### config.mk
export PLATFORM = sky130hd
export DESIGN_NAME = flght_mix_pd
export DESIGN_NICKNAME = d
export VERILOG_FILES = /design/src/rtl/flght_mix_pd.sv
export SDC_FILE = /design/constraint.sdc
export NUM_CORES = 1
export LEC_CHECK = 0
export ABC_AREA = 1
export BUFFER_PORTS_ARGS = -buffer_cell sky130_fd_sc_hd__buf_2
export CAP_MARGIN = 20
export CORE_MARGIN = 2
export CORE_UTILIZATION = 64
export CTS_BUF_LIST = sky130_fd_sc_hd__clkbuf_8
export DETAILED_ROUTE_END_ITERATION = 10
export PLACE_DENSITY = 0.83
export SETUP_SLACK_MARGIN = 0.3
export SLEW_MARGIN = 20
export SYNTH_ARGS = -nofsm -noshare
export SYNTH_HDL_FRONTEND = slang
export SYNTH_SLANG_ARGS = --single-unit
### constraint.sdc
create_clock -name clk -period 17.8 [get_ports clk]
set_input_delay 1.78 -clock clk [delete_from_list [all_inputs] [get_ports clk]]
set_output_delay 1.78 -clock clk [all_outputs]
set_load 0.05 [all_outputs]
### src/rtl/flght_mix_pd.sv
// Flight PD controller + motor mixer: per inertial sample, pitch/roll/yaw PD
// corrections are mixed with thrust into four saturated 11-bit motor speeds.
// Latency 3 cycles vld -> spd_vld; fully pipelined, accepts vld every cycle,
// no backpressure.
//
// Ports:
//   clk, rst_n          clock, synchronous active-low reset
//   vld                 one-cycle strobe, new attitude sample valid
//   ptch/roll/yaw       signed actual attitude (16b)
//   d_ptch/d_roll/d_yaw signed desired attitude (16b)
//   thrst               unsigned thrust (9b)
//   inertial_cal        calibration in progress: speeds forced to CAL_SPEED
//   frnt/bck/lft/rght_spd  unsigned motor speeds (11b)
//   spd_vld             one-cycle pulse when speeds are updated
//   spd_sat             (only with SPD_SAT_FLAG_EN) any motor clamped on this update
//
// Optional feature macro: SPD_SAT_FLAG_EN adds the spd_sat output.
module flght_mix_pd #(
  parameter int          D_QUEUE_DEPTH = 14,
  parameter logic [12:0] MIN_RUN_SPEED = 13'h2C0,
  parameter logic [10:0] CAL_SPEED     = 11'h1B0,
  parameter int          D_COEFF       = 7
) (
  input  logic               clk,
  input  logic               rst_n,
  input  logic               vld,
  input  logic signed [15:0] ptch,
  input  logic signed [15:0] roll,
  input  logic signed [15:0] yaw,
  input  logic signed [15:0] d_ptch,
  input  logic signed [15:0] d_roll,
  input  logic signed [15:0] d_yaw,
  input  logic [8:0]         thrst,
  input  logic               inertial_cal,
  output logic [10:0]        frnt_spd,
  output logic [10:0]        bck_spd,
  output logic [10:0]        lft_spd,
  output logic [10:0]        rght_spd,
`ifdef SPD_SAT_FLAG_EN
  output logic               spd_sat,
`endif
  output logic               spd_vld
);

  localparam logic signed [12:0] D_COEFF_S = 13'(D_COEFF);

  // Axis index: 0 = pitch, 1 = roll, 2 = yaw.
  logic signed [15:0] act [3];
  logic signed [15:0] des [3];

  assign act[0] = ptch;
  assign act[1] = roll;
  assign act[2] = yaw;
  assign des[0] = d_ptch;
  assign des[1] = d_roll;
  assign des[2] = d_yaw;

  function automatic logic signed [9:0] sat10(input logic signed [16:0] x);
    if (x > 17'sd511)
      return 10'sd511;
    else if (x < -17'sd512)
      return 10'h200;
    else
      return x[9:0];
  endfunction

  function automatic logic signed [6:0] sat7(input logic signed [10:0] x);
    if (x > 11'sd63)
      return 7'sd63;
    else if (x < -11'sd64)
      return 7'h40;
    else
      return x[6:0];
  endfunction

  function automatic logic [10:0] clamp_spd(input logic signed [13:0] x);
    if (x < 14'sd0)
      return 11'd0;
    else if (x > 14'sd2047)
      return 11'h7FF;
    else
      return x[10:0];
  endfunction

  // ---------------- Stage 1: error, derivative, history ----------------
  logic signed [9:0]  q [3][D_QUEUE_DEPTH];  // [0] newest, [DEPTH-1] oldest
  logic signed [16:0] err_full [3];
  logic signed [9:0]  err_sat  [3];
  logic signed [10:0] diff_full [3];
  logic signed [6:0]  diff_sat  [3];

  always_comb begin
    for (int a = 0; a < 3; a++) begin
      err_full[a]  = $signed({act[a][15], act[a]}) - $signed({des[a][15], des[a]});
      err_sat[a]   = sat10(err_full[a]);
      diff_full[a] = $signed({err_sat[a][9], err_sat[a]})
                   - $signed({q[a][D_QUEUE_DEPTH-1][9], q[a][D_QUEUE_DEPTH-1]});
      diff_sat[a]  = sat7(diff_full[a]);
    end
  end

  logic signed [9:0] s1_err  [3];
  logic signed [6:0] s1_diff [3];
  logic [8:0]        s1_thrst;
  logic              s1_vld;

  always_ff @(posedge clk) begin
    if (!rst_n) begin
      s1_vld   <= 1'b0;
      s1_thrst <= '0;
      for (int a = 0; a < 3; a++) begin
        s1_err[a]  <= '0;
        s1_diff[a] <= '0;
        for (int i = 0; i < D_QUEUE_DEPTH; i++) q[a][i] <= '0;
      end
    end else begin
      s1_vld <= vld;
      // Everything in this stage, history included, only advances on a new sample.
      if (vld) begin
        s1_thrst <= thrst;
        for (int a = 0; a < 3; a++) begin
          s1_err[a]  <= err_sat[a];
          s1_diff[a] <= diff_sat[a];
          q[a][0]    <= err_sat[a];
          for (int i = 1; i < D_QUEUE_DEPTH; i++) q[a][i] <= q[a][i-1];
        end
      end
    end
  end

  // ---------------- Stage 2: P + D correction ----------------
  logic signed [12:0] err13  [3];
  logic signed [12:0] diff13 [3];
  logic signed [12:0] cor    [3];

  always_comb begin
    for (int a = 0; a < 3; a++) begin
      err13[a]  = {{3{s1_err[a][9]}}, s1_err[a]};
      diff13[a] = {{6{s1_diff[a][6]}}, s1_diff[a]};
      // P gain of 5/8 built from two arithmetic shifts.
      cor[a]    = (err13[a] >>> 1) + (err13[a] >>> 3) + diff13[a] * D_COEFF_S;
    end
  end

  logic signed [12:0] s2_cor [3];
  logic [8:0]         s2_thrst;
  logic               s2_vld;

  always_ff @(posedge clk) begin
    if (!rst_n) begin
      s2_vld   <= 1'b0;
      s2_thrst <= '0;
      for (int a = 0; a < 3; a++) s2_cor[a] <= '0;
    end else begin
      s2_vld   <= s1_vld;
      s2_thrst <= s1_thrst;
      for (int a = 0; a < 3; a++) s2_cor[a] <= cor[a];
    end
  end

  // ---------------- Stage 3: mix and clamp ----------------
  logic signed [13:0] base;
  logic signed [13:0] cor14 [3];
  logic signed [13:0] mix   [4];  // 0 frnt, 1 bck, 2 lft, 3 rght
  logic [10:0]        mix_clamped [4];

  always_comb begin
    base = $signed({5'b0, s2_thrst}) + $signed({1'b0, MIN_RUN_SPEED});
    for (int a = 0; a < 3; a++) cor14[a] = {s2_cor[a][12], s2_cor[a]};
    mix[0] = base - cor14[0] - cor14[2];
    mix[1] = base + cor14[0] - cor14[2];
    mix[2] = base - cor14[1] + cor14[2];
    mix[3] = base + cor14[1] + cor14[2];
    for (int m = 0; m < 4; m++) mix_clamped[m] = clamp_spd(mix[m]);
  end

`ifdef SPD_SAT_FLAG_EN
  logic any_clamp;

  always_comb begin
    any_clamp = 1'b0;
    for (int m = 0; m < 4; m++)
      if (mix[m] < 14'sd0 || mix[m] > 14'sd2047) any_clamp = 1'b1;
  end

  always_ff @(posedge clk) begin
    if (!rst_n)
      spd_sat <= 1'b0;
    else
      spd_sat <= s2_vld && !inertial_cal && any_clamp;
  end
`endif

  logic [10:0] spd_q [4];

  always_ff @(posedge clk) begin
    if (!rst_n) begin
      spd_vld <= 1'b0;
      for (int m = 0; m < 4; m++) spd_q[m] <= '0;
    end else begin
      spd_vld <= s2_vld;
      // Calibration wins over the mix every cycle it is asserted, result or not.
      if (inertial_cal) begin
        for (int m = 0; m < 4; m++) spd_q[m] <= CAL_SPEED;
      end else if (s2_vld) begin
        for (int m = 0; m < 4; m++) spd_q[m] <= mix_clamped[m];
      end
    end
  end

  assign frnt_spd = spd_q[0];
  assign bck_spd  = spd_q[1];
  assign lft_spd  = spd_q[2];
  assign rght_spd = spd_q[3];

endmodule

==> run_results.csv, run 1 <==
group,metric,value,unit
run_status,status,"completed",
logic_synthesis,synth_edf_count,474,
finish,multiInputGateArea,12600,um^2
run,max_cap_check_violation_count,0,
die,core_area,49000,um^2
logic_synthesis,synth_async_sr_flop_share,0,%
global_route,grt_first_pass_wirelength,105000,um
finish,post-route-util,71.5,%
timing,fin_worst_hold_slack,399,ps
setup_path,critPathMaxStageDelay,430,ps
finish,area_delta_synth_final,10.0,%
logic_synthesis,fraction_of_synthesized_cell_area_taken_by_the_top_area_cell_type,44.8,%
die,initial_core_utilization,65.0,%
route,detailroute.via_count,22500,
global_route,sum_of_overflow_across_all_layers_after_global_routing,0,
die,core.rowCount,81,
route,detail_route.vias_per_cell,5.05,
timing,report.final.slew_viol_count,0,
pwr,total_leakage_power,17.0,nW
logic_synthesis,post_syn_instances,3528,
clock_network,cts_num_sinks,542,
route,detail_route.iter0.violations,1643,
timing,worst_clock_skew,50.3,ps
route,drt_first_pass_iters,6,
setup_path,criticalPathCategory,"in -> reg",
timing,slew-limit-headroom,26.2,%
timing,grt_setup_unrepaired,"false",
placed_design,placement.io_buffers,153,
die,chipHeight,227,um
setup_path,cpLargestDelayFamily,"simple AND/OR/NAND/NOR gates",
global_route,initial_antenna_violation_count,0,
die,die_area,51500,um^2
logic_synthesis,synth_cell_type_count,43,
timing,max_freq,187,MHz
setup_path,critical_path_arrival,5810,ps
finish,layout.nets,4141,
setup_path,timing.critical_path.mode_cell,"sky130_fd_sc_hd__nand2_1",
pwr,powerDensity,150,nW/um^2
setup_path,critPathRequiredTime,18280,ps
logic_synthesis,post_synth_instance_area,31800,um^2
setup_path,timing.critical_path.to_type,"flip-flop",
clock_network,tritoncts,"done",
logic_synthesis,sequential_to_total_area_share_from_yosys_stat,49.0,%
placed_design,placed_area,33200,um^2
finish,final.fill_count,3700,
logic_synthesis,ys.warnings.count,0,
clock_network,htreeDepth,3,
timing,tightest_slew,1110,ps
route,route.antenna.remaining_nets,0,
clock_network,clockBufferDepth,3,
die,chipWidth,227,um
setup_path,cp-start-kind,"input pin",
clock_network,cts-buffers-inserted,88,
placed_design,dp_hpwl,46600,um
clock_network,clk_pin_slew,70,ps
global_route,grt_max_degree,249,
route,routed_wl,63700,um
route,detail_route.wl_per_cell,14.3,um
global_route,first_global_vias,22000,
timing,final.setup.tns,0,ps
logic_synthesis,synth.area.top_cells,"sky130_fd_sc_hd__edfxtp_1, sky130_fd_sc_hd__inv_1, sky130_fd_sc_hd__ha_1",
clock_network,insertion_delay,700,ps
pwr,fin_total_pwr,5.25,mW
logic_synthesis,ys.flop_type,"sky130_fd_sc_hd__edfxtp_1",
finish,post_route_cells_drive_above_1_share,8.40,%
placed_design,globalplace.congestion,0.965,
timing,report.final.hold_viol_count,0,
clock_network,clockRootBuffer,"sky130_fd_sc_hd__clkbuf_8",
pwr,peakVddDrop,83.3,uV
timing,finalSetupViolations,0,
setup_path,cp_slowest_cell,"sky130_fd_sc_hd__fa_1",
finish,diodes,0,
timing,layout_worst_path_cycle_share,30.0,%
route,drc_violation_count_after_routing,0,
hold_path,hold_path.class,"reg -> reg",
logic_synthesis,synth_seq_cells,542,
clock_network,ctsHoldBuffers,0,
die,ios,154,
timing,period_minus_slack,5340,ps
clock_network,postCtsSetupRepairBufs,0,
clock_network,postCtsResizedCells,0,
finish,layout.area.seq,15600,um^2
setup_path,crit_path_max_fanout,9,
logic_synthesis,synth.largest_area_cell,"sky130_fd_sc_hd__edfxtp_1",
global_route,global_routing_usage_summed_across_all_routing_layers,25.8,%
setup_path,buffers_plus_inverters_on_the_worst_setup_path,6,
finish,postLayoutCellArea,35000,um^2
logic_synthesis,postSynthNetCount,3954,
logic_synthesis,postSynthAreaPerCell,9.01,um^2
-- stage by stage --
step,std cells,worst slack [ps]
after floorplan,3528,2650
after global placement,4289,12010
after detailed placement,4289,11880
after CTS,4448,12540
after global routing,4448,12050
final,4448,12460
-- layout by cell type, fill, tap and decap left out, types with 4 or more instances in the layout --
master                      count
sky130_fd_sc_hd__inv_1        915
sky130_fd_sc_hd__nand2_1      580
sky130_fd_sc_hd__nor2_1       523
sky130_fd_sc_hd__edfxtp_1     474
sky130_fd_sc_hd__ha_1         203
sky130_fd_sc_hd__a21oi_1      187
sky130_fd_sc_hd__buf_2        153
sky130_fd_sc_hd__nand3_1      126
sky130_fd_sc_hd__fa_1         114
sky130_fd_sc_hd__clkbuf_8      94
sky130_fd_sc_hd__o21ai_0       87
sky130_fd_sc_hd__dfxtp_1       68
sky130_fd_sc_hd__xor2_1        50
sky130_fd_sc_hd__xnor2_1       33
sky130_fd_sc_hd__nor3_1        20
sky130_fd_sc_hd__nand4_1       19
sky130_fd_sc_hd__clkinv_1      15
sky130_fd_sc_hd__a21o_1        12
sky130_fd_sc_hd__clkinv_2       8
sky130_fd_sc_hd__nand2_2        7
sky130_fd_sc_hd__nand3_2        7
sky130_fd_sc_hd__and2_1         6
sky130_fd_sc_hd__a31oi_1        6
sky130_fd_sc_hd__bufinv_16      6
sky130_fd_sc_hd__buf_4          6
sky130_fd_sc_hd__inv_2          5
sky130_fd_sc_hd__o21a_1         5
sky130_fd_sc_hd__nand3b_1       5
sky130_fd_sc_hd__o21bai_1       5
sky130_fd_sc_hd__a21oi_2        4
sky130_fd_sc_hd__nand2_4        4
sky130_fd_sc_hd__o211ai_1       4
-- synth_stat cells, types with 3 or more instances --
master and count:
sky130_fd_sc_hd__or2_2 3, sky130_fd_sc_hd__nor2_1 523, sky130_fd_sc_hd__clkbuf_1 56, sky130_fd_sc_hd__a21oi_1 187, sky130_fd_sc_hd__xnor2_1 33, sky130_fd_sc_hd__a31oi_1 6, sky130_fd_sc_hd__a21o_1 12, sky130_fd_sc_hd__nand2_2 7
sky130_fd_sc_hd__xor2_1 50, sky130_fd_sc_hd__o21ai_0 87, sky130_fd_sc_hd__inv_2 5, sky130_fd_sc_hd__and2_1 6, sky130_fd_sc_hd__nand2_4 3, sky130_fd_sc_hd__buf_6 3, sky130_fd_sc_hd__nand2_1 581, sky130_fd_sc_hd__a21oi_2 4
sky130_fd_sc_hd__nor3_1 20, sky130_fd_sc_hd__dfxtp_1 68, sky130_fd_sc_hd__o21a_1 5, sky130_fd_sc_hd__nand4_1 19, sky130_fd_sc_hd__o21bai_1 5, sky130_fd_sc_hd__fa_1 114, sky130_fd_sc_hd__ha_1 203, sky130_fd_sc_hd__o211ai_1 4
sky130_fd_sc_hd__edfxtp_1 474, sky130_fd_sc_hd__inv_1 890, sky130_fd_sc_hd__nand3_1 126, sky130_fd_sc_hd__nand3_2 7, sky130_fd_sc_hd__buf_2 5, sky130_fd_sc_hd__nand3b_1 5, sky130_fd_sc_hd__o31ai_1 3
-- flip-flops by register name, indices dropped and copies added (netlist names) --
register  cells
spd_vld       1
s2_thrst      9
s1_vld        1
s1_diff      21
s1_err       29
s1_thrst      9
spd_q        44
s2_cor       36
s2_vld        1
q           391
-- kinds of logic after synthesis --
kind of cell             synth area share [%]
AND/OR/NAND/NOR                          16.6
XOR/XNOR                                 2.39
flip-flops                               49.0
AO/OA/AOI/OAI                            5.42
adder cells (fa/ha/maj)                  15.2
buffers and inverters                    11.4
-- path summary, 6_finish.rpt --
path / cells past startpoint / from / to / slack [ps]
max: 31 / roll[0] / s1_diff[0][10] / 12460
min: 2 / s1_vld / s2_vld / 400
max reg2reg: 20 / s2_thrst[6] / spd_q[3][8] / 13780
min reg2reg: 2 / s1_vld / s2_vld / 400
-- power by group --
group          switching, mW  internal [mW]  total [mW]
combinational           1.59          0.949        2.54
sequential            0.0978           1.52        1.62
clock                  0.508          0.583        1.09
total                   2.20           3.05        5.25
-- layer usage --
layer  share of wire (%)  wire length, um  global-route usage [%]
met3                 4.6             2920                    4.28
met5                   0                0                       0
met1                  43            27700                    33.1
met4                 4.0             2520                    11.5
met2                  48            30600                    43.2
-- worst min-delay path: cells and delay by family, from the launching register on --
kind          cells  cell delay [ps]
buf+inv           1               40
flops             1              310
simple gates      1               50
-- cell type report --
cell class,instances,share of cell area [%]
sequential,542,44.6
multi-input combinational,2026,36.0
inverter,896,9.61
clock buffer,94,3.70
timing repair buffer,161,2.41
tap,664,2.37
clock inverter,65,1.37
Note: power is estimated with default switching activity, not from simulation.
==> inputs of run 2 (changes only) <==
Settings changed: CORE_UTILIZATION 64 to 58, PLACE_DENSITY 0.83 to 0.79.
Clock period 17.8 ns to 4.39 ns, I/O delays scaled along.
==> run_results.csv, run 2 (synthesis gave the netlist of run 1 again) <==
group,metric,value,unit
placed_design,placement.io_buffers,153,
setup_path,setup.worst_path.start,"s1_err[0][25]",
die,chipHeight,238,um
timing,layout_worst_path_cycle_share,84.4,%
finish,area_delta_synth_final,10.6,%
setup_path,criticalPathCategory,"reg -> reg",
setup_path,critPathMaxStageDelay,520,ps
pwr,netSwitchingPower,8.87,mW
route,detail_route.vias_per_cell,4.95,
timing,slew-limit-headroom,26.6,%
finish,layout.cells.most_common_list,"sky130_fd_sc_hd__inv_1, sky130_fd_sc_hd__nand2_1, sky130_fd_sc_hd__nor2_1",
setup_path,crit-reg2reg-launch,"s1_err[0][25]",
global_route,grt_max_degree,225,
timing,period_minus_slack,3710,ps
route,detail_route.iter0.violations,1406,
route,detail_route.wl_per_cell,14.0,um
pwr,share_seq_of_total_power,31.3,%
finish,layout.nets,4161,
global_route,first_global_vias,21900,
setup_path,timing.reg2reg.setup_slack,680,ps
clock_network,cts-buffers-inserted,87,
finish,largest_registers,"q (391), spd_q (44), s2_cor (36)",
run,max_cap_check_violation_count,0,
clock_network,clk_pin_slew,70,ps
setup_path,reg2reg_depth,19,
pwr,powerDensity,597,nW/um^2
setup_path,critPathRequiredTime,4920,ps
finish,postLayoutCellArea,35200,um^2
setup_path,critical_path_arrival,4240,ps
route,drc_violation_count_after_routing,0,
setup_path,timing.critical_path.to_type,"flip-flop",
timing,final.setup.tns,0,ps
clock_network,tritoncts,"done",
pwr,peakVddDrop,364,uV
global_route,initial_antenna_violation_count,1,
setup_path,r2r_end,"s2_cor[0][36]",
route,drt_first_pass_iters,6,
finish,top_register,"q",
die,ios,154,
placed_design,placed_area,33400,um^2
setup_path,crit_path_max_fanout,4,
global_route,global_routing_usage_summed_across_all_routing_layers,22.8,%
setup_path,cp_slowest_cell,"sky130_fd_sc_hd__fa_1",
finish,layout_commonest_cell,"sky130_fd_sc_hd__inv_1",
global_route,grt_first_pass_wirelength,104000,um
hold_path,hold_path.class,"in -> reg",
pwr,share_clk_of_total_power,19.9,%
timing,finalSetupViolations,0,
route,routed_wl,63200,um
clock_network,htreeDepth,3,
placed_design,globalplace.congestion,0.929,
clock_network,cts_num_sinks,542,
timing,worst_clock_skew,42.0,ps
route,route.antenna.remaining_nets,0,
die,core_area,54000,um^2
setup_path,cp-start-kind,"flip-flop",
pwr,power.share.switching,42.2,%
finish,post_route_cells_drive_above_1_share,8.52,%
timing,tightest_slew,1100,ps
global_route,sum_of_overflow_across_all_layers_after_global_routing,0,
setup_path,crit_path_end,"s2_cor[0][36]",
pwr,combPwrFrac,48.8,%
die,core.rowCount,85,
clock_network,postCtsSetupRepairBufs,0,
pwr,total_leakage_power,17.0,nW
clock_network,clockRootBuffer,"sky130_fd_sc_hd__clkbuf_8",
die,chipWidth,238,um
die,initial_core_utilization,58.9,%
timing,grt_setup_unrepaired,"false",
placed_design,dp_hpwl,46000,um
timing,report.final.slew_viol_count,0,
clock_network,clockBufferDepth,3,
die,die_area,56700,um^2
route,detailroute.via_count,22300,
pwr,p_int,12.1,mW
run_status,status,"completed",
setup_path,worstPathCellList,"fa_1 > ha_1 > inv_1 > fa_1 > inv_1 > ha_1 > inv_1 > fa_1 > inv_1 > nand3_1 > nand2_1 > nand2_1 > nand2_1 > a21oi_1 > nor2_1 > o21ai_0 > nand2_1 > o21ai_0 > a21oi_1",
hold_path,hp-start,"rst_n",
clock_network,insertion_delay,700,ps
finish,largest_reg_flops,391,
timing,report.final.hold_viol_count,0,
timing,max_freq,270,MHz
[run 2: stage by stage]
stage	setup WS, ps	power [mW]	std cells	util, %	hold slack (ps)
5_1_grt	349	22.9	4500	65.1	110
3_5_place_dp	80.9	16.7	4333	61.8	399
6_report	685	21.0	4501	65.1	157
4_1_cts	346	21.0	4500	65.1	85.7
3_3_place_gp	187	16.5	4333	61.8	399
2_1_floorplan	459	14.5	3528	-	390
[run 2: per-layer routing]
| layer | track usage [%] | vias up | part of all wire (%) |
|---|---|---|---|
| met5 | 0 | - | 0 |
| met4 | 8.98 | 0 | 3.5 |
| met3 | 4.04 | 149 | 4.7 |
| met2 | 38.4 | 525 | 48 |
| met1 | 29.5 | 10300 | 44 |
| li1 | - | 11400 | - |
[run 2: critical path: cells and delay by family (launching register included)]
kind,cells,cell delay [ps]
buffers and inverters,4,230
AOI/OAI and AO/OA,4,690
and+or+nand+nor,6,410
DFF,1,490
adders and majority gates,5,1720
[run 2: area by class of cell]
cell class | instances | area, um^2
tap | 696 | 871
multi-input combinational | 2026 | 12600
fill | 4344 | 18800
clock inverter | 69 | 439
clock buffer | 89 | 1220
sequential | 542 | 15600
antenna | 1 | 2.50
timing repair buffer | 182 | 1080
inverter | 896 | 3360
[run 2: power groups by stage]
stage               logic, mW  clock network (mW)  registers (mW)
floorplan                7.81                   0            6.67
global placement         9.87                   0            6.66
detailed placement       10.0                   0            6.68
CTS                      10.2                4.28            6.58
global route             11.8                4.48            6.63
finish                   10.3                4.18            6.58
[run 2: what timing repair did]
| action | in CTS | in global routing |
|---|---|---|
| setup endpoints to repair | 0 | 25 |
| hold buffers | 9 | 0 |
| gates resized for setup | 0 | 5 |
| hold endpoints to repair | 9 | 0 |
[run 2: worst min path at each step]
stage / slack (ps) / to / cells after the start
after floorplan: 390 / s2_vld / 2
after global placement: 400 / s2_vld / 2
after detailed placement: 400 / s2_vld / 2
after CTS: 90 / s2_vld / 3
after global routing: 110 / s2_vld / 3
final: 160 / s2_vld / 3
==> inputs of run 3 (changes only) <==
Settings changed: CORE_UTILIZATION 58 to 64, PLACE_DENSITY 0.79 to 0.83.
Clock period 4.39 ns to 3.8 ns, I/O delays scaled along.
==> run_results.csv, run 3 (synthesis gave the netlist of run 1 again) <==
group,metric,value,unit
timing,finalSetupViolations,0,
clock_network,tritoncts,"done",
route,route.antenna.remaining_nets,0,
setup_path,criticalPathCategory,"reg -> reg",
clock_network,clockBufferDepth,3,
placed_design,placement.io_buffers,153,
die,initial_core_utilization,65.0,%
run_status,status,"completed",
route,drt_first_pass_iters,6,
pwr,share_clk_of_total_power,16.7,%
clock_network,clk_pin_slew,60,ps
finish,layout.nets,4345,
finish,layout_commonest_cell,"sky130_fd_sc_hd__inv_1",
finish,area_delta_synth_final,18.1,%
finish,postLayoutCellArea,37600,um^2
pwr,combPwrFrac,55.7,%
route,detailroute.via_count,23600,
route,routed_wl,69000,um
timing,report.final.hold_viol_count,0,
clock_network,cts-buffers-inserted,85,
pwr,netSwitchingPower,11.7,mW
finish,layout.cells.most_common_list,"sky130_fd_sc_hd__inv_1, sky130_fd_sc_hd__nand2_1, sky130_fd_sc_hd__nor2_1",
placed_design,dpl_worst_slack,-241,ps
route,drc_violation_count_after_routing,0,
route,detail_route.vias_per_cell,5.09,
pwr,total_leakage_power,18.0,nW
die,chipHeight,227,um
setup_path,reg2reg_depth,14,
hold_path,hold_path.class,"in -> reg",
finish,largest_reg_flops,391,
placed_design,dp_hpwl,47500,um
route,detail_route.wl_per_cell,14.8,um
die,die_area,51500,um^2
clock_network,cts_num_sinks,542,
timing,worst_clock_skew,36.6,ps
placed_design,placed_area,34600,um^2
pwr,powerDensity,729,nW/um^2
global_route,grt_first_pass_wirelength,106000,um
setup_path,crit_path_max_fanout,5,
setup_path,critPathRequiredTime,4330,ps
setup_path,cp-start-kind,"flip-flop",
die,ios,154,
setup_path,timing.critical_path.to_type,"flip-flop",
setup_path,critical_path_arrival,4080,ps
finish,largest_registers,"q (391), spd_q (44), s2_cor (36)",
finish,post_route_cells_drive_above_1_share,17.7,%
pwr,peakVddDrop,573,uV
route,detail_route.iter0.violations,1884,
pwr,share_seq_of_total_power,27.6,%
run,max_cap_check_violation_count,0,
clock_network,clockRootBuffer,"sky130_fd_sc_hd__clkbuf_8",
finish,top_register,"q",
hold_path,min_delay_path_depth,3,
pwr,p_int,15.7,mW
clock_network,htreeDepth,3,
global_route,global_routing_usage_summed_across_all_routing_layers,25.9,%
die,core.rowCount,81,
timing,worst_slack,248,ps
global_route,grt_max_degree,245,
global_route,sum_of_overflow_across_all_layers_after_global_routing,0,
global_route,initial_antenna_violation_count,2,
timing,period_minus_slack,3550,ps
pwr,power.share.switching,42.7,%
timing,grt_setup_unrepaired,"true",
die,core_area,49000,um^2
global_route,first_global_vias,22300,
setup_path,timing.reg2reg.setup_slack,250,ps
timing,tightest_slew,1160,ps
placed_design,globalplace.congestion,0.956,
timing,layout_worst_path_cycle_share,93.5,%
timing,report.final.slew_viol_count,0,
timing,max_freq,282,MHz
timing,slew-limit-headroom,22.5,%
die,chipWidth,227,um
timing,final.setup.tns,0,ps
clock_network,insertion_delay,680,ps
## run 3: metal layers
layer  global-route usage (%)  routed length (um)
met1                     33.7               28600
met2                     43.4               33800
met3                     4.46                3810
met4                     10.3                2720
met5                        0                  13
## run 3: cell type report
cell class	instances	area, um^2
Sequential cell	542	15600
Multi-Input combinational cell	2031	13600
Fill cell	3199	11400
Inverter	896	3380
Timing Repair Buffer	363	2530
Clock buffer	92	1270
Tap cell	664	831
Clock inverter	59	298
Antenna cell	2	5.00
## run 3: timing repair
item | 4_1_cts | 5_1_grt
endpoints found under the hold margin | 9 | 0
pin swaps | 10 | 107
setup buffers | 14 | 31
hold buffers | 9 | 0
gates cloned | 0 | 6
setup endpoints to repair | 17 | 73
resized for setup | 24 | 214
## run 3: critical path, stage by stage, from the launching register on
cell and delay, ps:
sky130_fd_sc_hd__edfxtp_1 440, sky130_fd_sc_hd__fa_1 580, sky130_fd_sc_hd__fa_1 430, sky130_fd_sc_hd__fa_1 550, sky130_fd_sc_hd__ha_4 240, sky130_fd_sc_hd__a21oi_2 180
sky130_fd_sc_hd__nand2_2 90, sky130_fd_sc_hd__nand2_2 70, sky130_fd_sc_hd__nand2_2 50, sky130_fd_sc_hd__a21oi_2 200, sky130_fd_sc_hd__nor2_1 80, sky130_fd_sc_hd__o21ai_1 150
sky130_fd_sc_hd__nand2_1 110, sky130_fd_sc_hd__o21ai_2 180, sky130_fd_sc_hd__a21oi_4 60
## run 3: power by group through the flow
stage	clock network, mW	logic, mW	registers (mW)
6_report	4.57	15.3	7.55
5_1_grt	4.89	16.8	7.61
4_1_cts	4.65	12.8	7.54
3_5_place_dp	0	12.3	7.67
3_3_place_gp	0	12.0	7.65
2_1_floorplan	0	9.04	7.70
## run 3: final timing paths
kind                      start       endpoint
hold / removal            rst_n    s2_thrst[0]
hold reg to reg     s1_thrst[6]    s2_thrst[6]
setup reg to reg  s1_err[0][26]  s2_cor[0][36]
setup / recovery  s1_err[0][26]  s2_cor[0][36]
## run 3: through the flow
step,hold WS [ps],util [%],cells,power (mW)
6_report,133,76.7,4649,27.4
5_1_grt,95.7,76.7,4648,29.3
4_1_cts,67.7,74.3,4610,25.0
3_5_place_dp,402,70.6,4436,20.0
3_3_place_gp,396,70.6,4436,19.7
2_1_floorplan,390,-,3528,16.7
